==> src/rtl/uart_pkg.sv <==
// Shared types and constants for the UART receive path.
// Latency: n/a (declarations only).
// Backpressure: n/a.
package uart_pkg;

  // 100 MHz system clock, 115200 baud.
  localparam int DEFAULT_CLKS_PER_BIT = 868;

  typedef enum logic [2:0] {
    IDLE,
    START,
    DATA,
    STOP,
    WAIT_IDLE
  } uart_rx_state_t;

endpackage

==> src/rtl/uart_receiver_synchronizer.sv <==
// Two-flop synchronizer bringing an asynchronous level into the clk domain.
// Latency: 2 clk cycles from d to q.
// Backpressure: none; free-running level path.
// Ports: clk, rst (sync, active-high, loads RESET_VALUE), d (async in), q (synchronized out).
module synchronizer #(
  parameter logic RESET_VALUE = 1'b0
) (
  input  logic clk,
  input  logic rst,
  input  logic d,
  output logic q
);

  logic meta;

  always_ff @(posedge clk) begin
    if (rst) begin
      meta <= RESET_VALUE;
      q    <= RESET_VALUE;
    end else begin
      meta <= d;
      q    <= meta;
    end
  end

endmodule

==> src/rtl/uart_receiver.sv <==
// 8N1 UART receiver: mid-bit sampling, byte and framing-error pulses.
// Latency: axiov / framing_error one cycle after the stop-bit sample.
// Backpressure: none; axiov is a single-cycle pulse, axiod holds until the next byte.
// Ports: clk, rst (sync, active-high), uart_rx (async line, idle high),
//        axiov / axiod (byte pulse and data), framing_error (pulse), busy (state != IDLE).
module uart_receiver
  import uart_pkg::*;
#(
  parameter int CLKS_PER_BIT = DEFAULT_CLKS_PER_BIT
) (
  input  logic       clk,
  input  logic       rst,
  input  logic       uart_rx,
  output logic       axiov,
  output logic [7:0] axiod,
  output logic       framing_error,
  output logic       busy
);

  localparam int CW = $clog2(CLKS_PER_BIT);
  localparam logic [CW-1:0] HALF_LOAD = CW'(CLKS_PER_BIT / 2 - 1);
  localparam logic [CW-1:0] FULL_LOAD = CW'(CLKS_PER_BIT - 1);

  logic           rx_s;
  uart_rx_state_t state;
  logic [CW-1:0]  cnt;
  logic [2:0]     bit_idx;
  logic [7:0]     shift_reg;
  // settle fills with ones once the synchronizer holds real line samples;
  // armed then requires a high line before the first start bit, so a reset
  // released while the line sits low mid-frame does not look like a start.
  logic [1:0]     settle;
  logic           armed;

  synchronizer #(
    .RESET_VALUE(1'b1)
  ) u_sync (
    .clk(clk),
    .rst(rst),
    .d  (uart_rx),
    .q  (rx_s)
  );

  assign busy = (state != IDLE);

  always_ff @(posedge clk) begin
    if (rst) begin
      state         <= IDLE;
      cnt           <= '0;
      bit_idx       <= '0;
      shift_reg     <= '0;
      axiov         <= 1'b0;
      axiod         <= 8'h00;
      framing_error <= 1'b0;
      settle        <= 2'b00;
      armed         <= 1'b0;
    end else begin
      axiov         <= 1'b0;
      framing_error <= 1'b0;
      settle        <= {settle[0], 1'b1};
      if (settle[1] && rx_s) begin
        armed <= 1'b1;
      end

      case (state)
        IDLE: begin
          if (armed && !rx_s) begin
            state <= START;
            cnt   <= HALF_LOAD;
          end
        end

        START: begin
          if (cnt == '0) begin
            if (!rx_s) begin
              state   <= DATA;
              cnt     <= FULL_LOAD;
              bit_idx <= 3'd0;
            end else begin
              state <= IDLE;  // glitch shorter than half a bit
            end
          end else begin
            cnt <= cnt - 1'b1;
          end
        end

        DATA: begin
          if (cnt == '0) begin
            shift_reg <= {rx_s, shift_reg[7:1]};
            cnt       <= FULL_LOAD;
            if (bit_idx == 3'd7) begin
              state <= STOP;
            end else begin
              bit_idx <= bit_idx + 3'd1;
            end
          end else begin
            cnt <= cnt - 1'b1;
          end
        end

        STOP: begin
          if (cnt == '0) begin
            if (rx_s) begin
              axiov <= 1'b1;
              axiod <= shift_reg;
              state <= IDLE;
            end else begin
              framing_error <= 1'b1;
              state         <= WAIT_IDLE;
            end
          end else begin
            cnt <= cnt - 1'b1;
          end
        end

        WAIT_IDLE: begin
          // A held-low break must not re-trigger; wait for the line to recover.
          if (rx_s) begin
            state <= IDLE;
          end
        end

        default: state <= IDLE;
      endcase
    end
  end

endmodule

==> config.mk <==
export PLATFORM = sky130hd
export DESIGN_NAME = uart_receiver
export DESIGN_NICKNAME = d
export VERILOG_FILES = /design/src/rtl/uart_pkg.sv /design/src/rtl/uart_receiver_synchronizer.sv /design/src/rtl/uart_receiver.sv
export SDC_FILE = /design/constraint.sdc
export NUM_CORES = 1
export LEC_CHECK = 0
export CAP_MARGIN = 20
export CORE_MARGIN = 2
export CORE_UTILIZATION = 58
export DETAILED_ROUTE_END_ITERATION = 8
export DONT_BUFFER_PORTS = 1
export GPL_TIMING_DRIVEN = 0
export MAX_ROUTING_LAYER = met4
export PLACE_DENSITY_LB_ADDON = 0.05
export SYNTH_ARGS = -nofsm -noshare
export SYNTH_HDL_FRONTEND = slang
export SYNTH_HIERARCHICAL = 1
export SYNTH_SLANG_ARGS = --single-unit
==> constraint.sdc <==
create_clock -name clk -period 3.4 [get_ports clk]
set_input_delay 0.34 -clock clk [delete_from_list [all_inputs] [get_ports clk]]
set_output_delay 0.34 -clock clk [all_outputs]
set_load 0.02 [all_outputs]
-- Word level (Yosys, flattened, before mapping)
Index checks and enable logic that the tools add are counted.
Widths: inputs -> output; s select.
- output and inout bits: 11
- bits in registers: 39
- bits of input ports: 3
- equality and inequality tests: 15
- $add $sub $neg: 2
- bitwise gates (word level): 2
- reduce and logical (&&, ||, !) cells: 14
- muxes and demuxes: 23
- operators with widths (operator ; count):
    $mux 10 ; 5
    $pmux 10 s4 ; 1
    $mux 3 ; 11
    $ne 2x2->1 const B ; 8
    $pmux 3 s5 ; 1
    $logic_not 10->1 ; 1
    $sub 10x1->10 const B ; 1
    $eq 3x2->1 const B ; 2
    $eq 3x3->1 const B ; 2
    $pmux 3 s2 ; 1
    $reduce_and 6->1 ; 1
    $reduce_and 5->1 ; 1
    $reduce_and 4->1 ; 1
    $reduce_bool 4->1 ; 1
    $add 3x1->3 const B ; 1
    $eq 3x1->1 const B ; 1
    $logic_not 3->1 ; 1
    $mux 1 ; 3
    $ne 3x3->1 const B ; 1
    $reduce_and 3->1 ; 1
    $reduce_bool 3->1 ; 1
    $reduce_or 3->1 ; 1
    $logic_and 1x1->1 ; 2
    $mux 2 ; 1
    5 further kinds ; 6

-- Longest topological paths before layout
Gate-level depths: netlist (run 1).
- depth after elaboration: 4
- depth in mapped cells: 9

-- Cells and area by module
Netlist (run 1), hierarchy kept.
- by module, submodules not included (module ; cells an instance ; times used ; area an instance (µm²)):
    uart_receiver ; 186 ; 1 ; 1662.8
    synchronizer ; 4 ; 1 ; 52.6

-- Worst setup path after synthesis (run 1)
No wires, ideal clock.
- kind: flip-flop to flip-flop
- start point: register cnt[0]
- end point: register shift_reg[4]
- required time: 3272 ps
- path slack: 952 ps
- arrival: 2321 ps
- stages on the path, launching flop included: 10
- path through: dfxtp_1 > inv_1 > ha_1 > or4b_1 > clkbuf_2 > or3_4 > buf_6 > nor3_4 > mux2i_1 > nor2_1
- longest elaborated chain between the ends: 2
- RTL lines (what ; line ; RTL):
    from (decl) ; uart_receiver.sv:26 ; logic [CW-1:0] cnt;
    from (signal assigned) ; uart_receiver.sv:83 ; cnt <= cnt - 1'b1;
    from (signal assigned) ; uart_receiver.sv:97 ; cnt <= cnt - 1'b1;
    from (signal assigned) ; uart_receiver.sv:112 ; cnt <= cnt - 1'b1;
    $logic_not 10->1 ; uart_receiver.sv:88 ; if (cnt == '0) begin
    $reduce_and 2->1 (no line) ; n/a ;
    to (signal assigned) ; uart_receiver.sv:89 ; shift_reg <= {rx_s, shift_reg[7:1]};
    to (decl) ; uart_receiver.sv:28 ; logic [7:0] shift_reg;
Every way passes these cells.
A chain may end at the register's enable or synchronous reset.

-- Final worst setup path (run 1)
- start point: register cnt[0]
- end point: register cnt[7]
- longest elaborated chain between the ends: 3
- elaborated cells between the ends (all ways): 9
- those cells by class: add/sub (1); eq/ne (2); mux (4); reduce/logical (2)
- RTL lines (what ; line ; RTL):
    $sub 10x1->10 / $logic_not 10->1 (equally long branches) ; n/a ;
    $mux 10 (tied with other cells) ; uart_receiver.sv:102 ; if (cnt == '0) begin
    $pmux 10 s4 / $reduce_and 4->1 (equally long branches) ; n/a ;
Several ways; a longest one is shown, not always the timed one. The select of a mux whose other input is x is not followed.

==> run metrics, run 1 <==
via count 1400; nets 203; maximum number of pins on one net before global-route repair 14; Netlist Area Pre-Place 1715 sq um; post-route DRC violation count 0; commonest cells after routing, fill and taps aside sky130_fd_sc_hd__dfxtp_1 (39), sky130_fd_sc_hd__nor2_1 (28), sky130_fd_sc_hd__mux2i_1 (16), sky130_fd_sc_hd__a21oi_1 (16), sky130_fd_sc_hd__nand2_1 (10); initial cell density of the core 61.67%; share of synthesized area occupied by flip-flops and latches 45.51%; kind of critical path register to register; number of warning messages in the yosys log 6; Slew HR 53.39%; CTS Root Buffer Type sky130_fd_sc_hd__clkbuf_4; fraction of registers with async set/reset 0%; largest area contributor in the netlist sky130_fd_sc_hd__dfxtp_1; peak per-stage delay on the critical path 0.53 ns; number of antenna violations at the first check in global routing 0; Post-synth EDFFs 0; Reg power frac 31.0%; worst path buffer plus inverter count 2; fraction of layout cells with a size suffix above 1 7.071%; endpoint class of the critical path register; number of setup violations in the final report 0; Static Leak 0.6458 nW; post-detailed-placement half-perimeter wirelength 2502 um; chain of cells forming the critical path inv_1 > ha_1 > or4b_1 > clkbuf_2 > or3_4 > o21ai_0 > o21a_1 > o221a_2; die outline width 58.39 um; cells resized by post-CTS repair 0; DR vias/cell 6.114; count of final hold-check violations 0; Critical-path top delay cell sky130_fd_sc_hd__o21ai_0; fill cell count 240; overall overflow remaining after global route 0; Synth area leaders sky130_fd_sc_hd__dfxtp_1 (46%), sky130_fd_sc_hd__mux2i_1 (9.3%), sky130_fd_sc_hd__nor2_1 (6.1%), sky130_fd_sc_hd__a21oi_1 (4.7%), sky130_fd_sc_hd__nor3_1 (2.3%); total power 1.895 mW; Initial DRT Pass Iterations 4; result of the run finished clean; overall die area 3409 sq um; Hold WS 0.07535 ns; syn nets 196; post-route fraction of the period consumed by the critical path 79.96%; WP data required 3.70 ns; Setup Skew 0.01390 ns; insertion delay of the later-clocked pin in the worst-skew pair 0.37 ns; data arrival time of the worst path 3.02 ns; max-capacitance violation count 0; worst setup slack after placement 0.7173 ns; Net Sw Frac 43.05%; pins over their slew limit 0; antenna-violating nets left 0; shortest period the worst path allows 2.719 ns; Rows 19; Core ar. 2781 sq um; TritonCTS clock tree done; Buffers on Ports 0; Least-Margin Pin Slew 0.6928 ns; clock share of power 18.2%; combined global-route utilization of all metal layers 24.28%; upper clock frequency limit 367.8 MHz; Placer Congestion 0.8881; kind of cell adding the most delay to the critical path compound AO/OA/AOI/OAI gates; number of sinks on the clock net 39; clock transition at the registers of the reported paths 0.13 ns; final core area utilization 66.31%; total negative slack for setup checks 0 ns; post-detailed-route wirelength per cell 15.40 um; setup slack after layout 0.6814 ns; total CTS buffers 5; number of global-route vias before repair 1315; flip-flop and latch count after synthesis 39; IO Count 14; maximum count of clock buffers along a single path 2; net switching power of the design 0.8158 mW; H-Tree Depth 2; top flip-flop cell by instance count after synthesis sky130_fd_sc_hd__dfxtp_1; first-pass GRT wire length 5982 um; number of flip-flops in the largest register 10; quantity of hold-fixing buffers added after cts 0; RSZ-0062 raised after global routing false; number of setup buffers added after CTS 0; Iteration-0 DRC Markers 76; most frequent standard cell in the layout excluding fill and tap cells sky130_fd_sc_hd__dfxtp_1; total internal power 1.079 mW; Critical Path Start Type register; maximum net fanout on the critical path 8; Hold/Removal Path Class input pin to register; instance count of the mapped netlist 190; # diodes 0; Layout area overhead 7.513%; Routed WL 3527 um; distinct cell type count of the synthesized netlist 40; part of the power in combinational logic 50.9%; peak ir drop on the vdd network 0.8785 mV; average size of a mapped cell 9.028 sq um; overall die height 58.39 um; area share of the largest cell type after synthesis 45.51%; register-to-register setup slack 0.68 ns; P per Cell Area 1028 nW/um^2
## stage by stage
step / std cells / instance area (sq um)
after floorplan: 190 / 1715
final: 229 / 1844
after detailed placement: 221 / 1754
after CTS: 229 / 1844
after global placement: 221 / 1754
after global routing: 229 / 1844
## cell usage after synthesis (2+ instances only)
| cell type | count |
|---|---|
| sky130_fd_sc_hd__a211oi_1 | 3 |
| sky130_fd_sc_hd__a21oi_1 | 16 |
| sky130_fd_sc_hd__buf_1 | 2 |
| sky130_fd_sc_hd__clkbuf_1 | 6 |
| sky130_fd_sc_hd__dfxtp_1 | 39 |
| sky130_fd_sc_hd__ha_1 | 3 |
| sky130_fd_sc_hd__inv_1 | 5 |
| sky130_fd_sc_hd__mux2i_1 | 16 |
| sky130_fd_sc_hd__nand2_1 | 10 |
| sky130_fd_sc_hd__nand2b_1 | 2 |
| sky130_fd_sc_hd__nand3_1 | 3 |
| sky130_fd_sc_hd__nand3b_1 | 3 |
| sky130_fd_sc_hd__nor2_1 | 28 |
| sky130_fd_sc_hd__nor2b_1 | 2 |
| sky130_fd_sc_hd__nor3_1 | 8 |
| sky130_fd_sc_hd__nor3_4 | 2 |
| sky130_fd_sc_hd__nor4_1 | 4 |
| sky130_fd_sc_hd__o21a_1 | 3 |
| sky130_fd_sc_hd__o21ai_0 | 8 |
| sky130_fd_sc_hd__o41ai_1 | 2 |
| sky130_fd_sc_hd__or2_1 | 2 |
| sky130_fd_sc_hd__or3_1 | 3 |
| sky130_fd_sc_hd__or4_1 | 2 |
| sky130_fd_sc_hd__xnor2_1 | 2 |
## worst paths after layout
kind | start | to | depth (start not counted)
hold / removal | rst | u_sync/q$_SDFF_PP1_ | 1
hold reg to reg | u_sync/meta$_SDFF_PP1_ | u_sync/q$_SDFF_PP1_ | 1
setup reg to reg | cnt[0]$_SDFFE_PP0P_ | cnt[7]$_SDFFE_PP0P_ | 8
setup / recovery | cnt[0]$_SDFFE_PP0P_ | cnt[7]$_SDFFE_PP0P_ | 8
## power groups by stage
stage          sequential (mW)  clock, mW  combinational [mW]
3_3_place_gp             0.592          0               0.928
5_1_grt                  0.598      0.366                1.06
4_1_cts                  0.586      0.348               0.958
3_5_place_dp             0.596          0               0.951
2_1_floorplan            0.581          0               0.784
6_report                 0.587      0.344               0.964
## kinds of logic (layout without fill, tap and decap cells)
logic type	Yosys count	in the layout	synth area share, %
AOI/OAI and AO/OA	43	43	16.19
xor gates and xnor gates	2	2	1.021
and+or+nand+nor	72	72	21.95
buffers and inverters	15	23	3.793
muxes	16	16	9.336
adders and majority gates	3	3	2.188
DFF	39	39	45.51
## metal layers
layer / share of wire, % / global-route usage, %
met1: 45 / 27.89
met2: 49 / 39.17
met3: 4.6 / 6.593
met4: 1.7 / 11.63
met5: 0 / -
## layout make-up
| type | instances | area [sq um] | area share [%] |
|---|---|---|---|
| Clock inverter | 2 | 38.79 | 2.103 |
| Tap cell | 31 | 38.79 | 2.103 |
| Sequential cell | 39 | 780.7 | 42.33 |
| Buffer | 10 | 46.29 | 2.510 |
| Inverter | 5 | 18.77 | 1.018 |
| Clock buffer | 6 | 51.30 | 2.782 |
| Multi-Input combinational cell | 136 | 869.6 | 47.15 |
Power figures use the tool's default switching activity.
==> inputs of run 2 (changes only) <==
CORE_UTILIZATION = 55   (was 58)
clock period = 2.2 ns   (was 3.4 ns; I/O delays follow)
==> run 2 against run 1 <==
The run now ends with setup timing left. Design area up 15%. Final cell count up 7.4%. Via count rose by 6.3%. Flip-flop and latch count is the same. Clock power is 47% higher. Setup slack lost 0.69 ns. Die area is 5.1% higher. Register-to-register slack worse by 0.69 ns. Critical path depth unchanged. Sequential share of layout area fell by 5.3 points. Non-clock buffer count rose by 15. Hold slack better by 0.22 ns.
==> run metrics, run 2 (synthesis results as in run 1) <==
DR vias/cell 6.049 (-1.1%); post-detailed-placement half-perimeter wirelength 2430 um (-2.9%); failing checks setup timing; number of global-route vias before repair 1395 (+6.1%); Initial DRT Pass Iterations 5 (+1); shortest period the worst path allows 2.207 ns (-0.5118 ns); # diodes 0 (unchanged); Rows 20 (+1); total CTS buffers 5 (unchanged); endpoint class of the critical path register; number of antenna violations at the first check in global routing 0 (unchanged); H-Tree Depth 2 (unchanged); via count 1488 (+6.3%); IO Count 14 (unchanged); CTS Root Buffer Type sky130_fd_sc_hd__clkbuf_4; Buffers on Ports 0 (unchanged); number of sinks on the clock net 39 (unchanged); most frequent standard cell in the layout excluding fill and tap cells sky130_fd_sc_hd__dfxtp_1; antenna-violating nets left 0 (unchanged); maximum net fanout on the critical path 4 (-4); overall die height 59.85 um (+2.5%); clock transition at the registers of the reported paths 0.11 ns (-0.02 ns); RSZ-0062 raised after global routing true; total power 3.951 mW (+110%); Layout Cells excl Fill 246 (+7.4%); number of setup violations in the final report 3 (+3); TritonCTS clock tree done; kind of critical path register to register; initial cell density of the core 57.12% (-4.5 points); count of final hold-check violations 0 (unchanged); overall overflow remaining after global route 0 (unchanged); Core ar. 3003 sq um (+8.0%); peak ir drop on the vdd network 0.8755 mV (-0.34%); Slew HR 50.62% (-2.8 points); Placer Congestion 0.9007 (+1.4%); commonest cells after routing, fill and taps aside sky130_fd_sc_hd__dfxtp_1 (36), sky130_fd_sc_hd__nor2_1 (28), sky130_fd_sc_hd__mux2i_1 (16); Layout area overhead 23.78%; insertion delay of the later-clocked pin in the worst-skew pair 0.35 ns (-0.02 ns); overall die area 3581 sq um (+5.1%); first-pass GRT wire length 6306 um (+5.4%); Iteration-0 DRC Markers 118 (+55%); maximum number of pins on one net before global-route repair 13 (-1); max-capacitance violation count 0 (unchanged); fraction of layout cells with a size suffix above 1 22.07% (+15 points); maximum count of clock buffers along a single path 2 (unchanged); pins over their slew limit 0 (unchanged); number of flip-flops in the largest register 10 (unchanged); setup slack after layout -0.006775 ns (-0.6882 ns); Critical Path Start Type register; Hold/Removal Path Class input pin to register; data arrival time of the worst path 2.49 ns (-0.53 ns); Routed WL 3917 um (+11%); post-detailed-route wirelength per cell 15.92 um (+3.4%); post-route DRC violation count 0 (unchanged); post-route fraction of the period consumed by the critical path 100.3% (+20 points); Setup Skew 0.01037 ns (-0.003533 ns); die outline width 59.85 um (+2.5%); upper clock frequency limit 453.2 MHz (+23%); combined global-route utilization of all metal layers 24.25% (-0.035 points); result of the run finished with violations; WP data required 2.48 ns (-1.22 ns); Least-Margin Pin Slew 0.7330 ns (+0.04024 ns); total instance count after detailed placement 223 (+0.90%); P per Cell Area 1861 nW/um^2 (+81%); Static Leak 0.7462 nW (+16%); nets 218 (+7.4%)
run 2: power by group:
group	internal [mW]	leakage (nW)	total, mW	switching, mW
clock	0.269	0.0482	0.507	0.238
combinational	1.29	0.380	2.51	1.22
sequential	0.818	0.318	0.937	0.119
total	2.38	0.746	3.95	1.57
run 2: final timing paths:
check,startpoint,end,slack [ns],cells after the start
max,cnt[0]$_SDFFE_PP0P_,cnt[1]$_SDFFE_PP0P_,-0.007,8
max reg2reg,cnt[0]$_SDFFE_PP0P_,cnt[1]$_SDFFE_PP0P_,-0.007,8
min reg2reg,u_sync/meta$_SDFF_PP1_,u_sync/q$_SDFF_PP1_,0.43,1
min,rst,settle[1]$_SDFF_PP0_,0.29,2
run 2: per-stage QoR:
stage	cell area (sq um)	setup slack [ns]	hold WS (ns)	util, %	setup TNS, ns
2_1_floorplan	1738	-0.1961	0.3171	-	-2.328
3_3_place_gp	1779	-0.3669	0.3173	59.25	-6.663
3_5_place_dp	1779	-0.3817	0.3218	59.25	-7.214
4_1_cts	2027	-0.03531	0.2804	67.50	-0.2414
5_1_grt	2123	-0.1204	0.2993	70.71	-1.016
6_report	2123	-0.006775	0.2936	70.71	-0.01154
run 2: what timing repair did:
item,4_1_cts,5_1_grt
buffers inserted,9,4
endpoints found under the hold margin,2,0
gates cloned,1,0
endpoints found under the setup margin,27,27
pin swaps,11,14
gates resized for setup,8,18
hold buffers,2,0
run 2: area by class of cell:
type,count,area (sq um)
Clock inverter,2,35.03
Inverter,5,18.77
Multi-Input combinational cell,136,967.2
Tap cell,33,41.29
Buffer,9,45.04
Sequential cell,39,787.0
Timing Repair Buffer,16,177.7
Fill cell,229,879.6
Clock buffer,6,51.30
run 2: critical path, cell delays in order (launching register included):
cell and delay, ns:
sky130_fd_sc_hd__dfxtp_2 0.34, sky130_fd_sc_hd__inv_2 0.07, sky130_fd_sc_hd__ha_4 0.12, sky130_fd_sc_hd__or4b_4 0.46, sky130_fd_sc_hd__or3_4 0.39, sky130_fd_sc_hd__buf_4 0.17, sky130_fd_sc_hd__buf_16 0.12, sky130_fd_sc_hd__o32a_1 0.32
sky130_fd_sc_hd__a21oi_1 0.13
run 2: layer usage:
metal / share of wire, % / GRT usage, % / wire length [um]
met1: 43 / 28.23 / 1673
met2: 52 / 40.37 / 2031
met3: 3.8 / 6.061 / 149
met4: 1.6 / 8.571 / 61
met5: 0 / - / 0
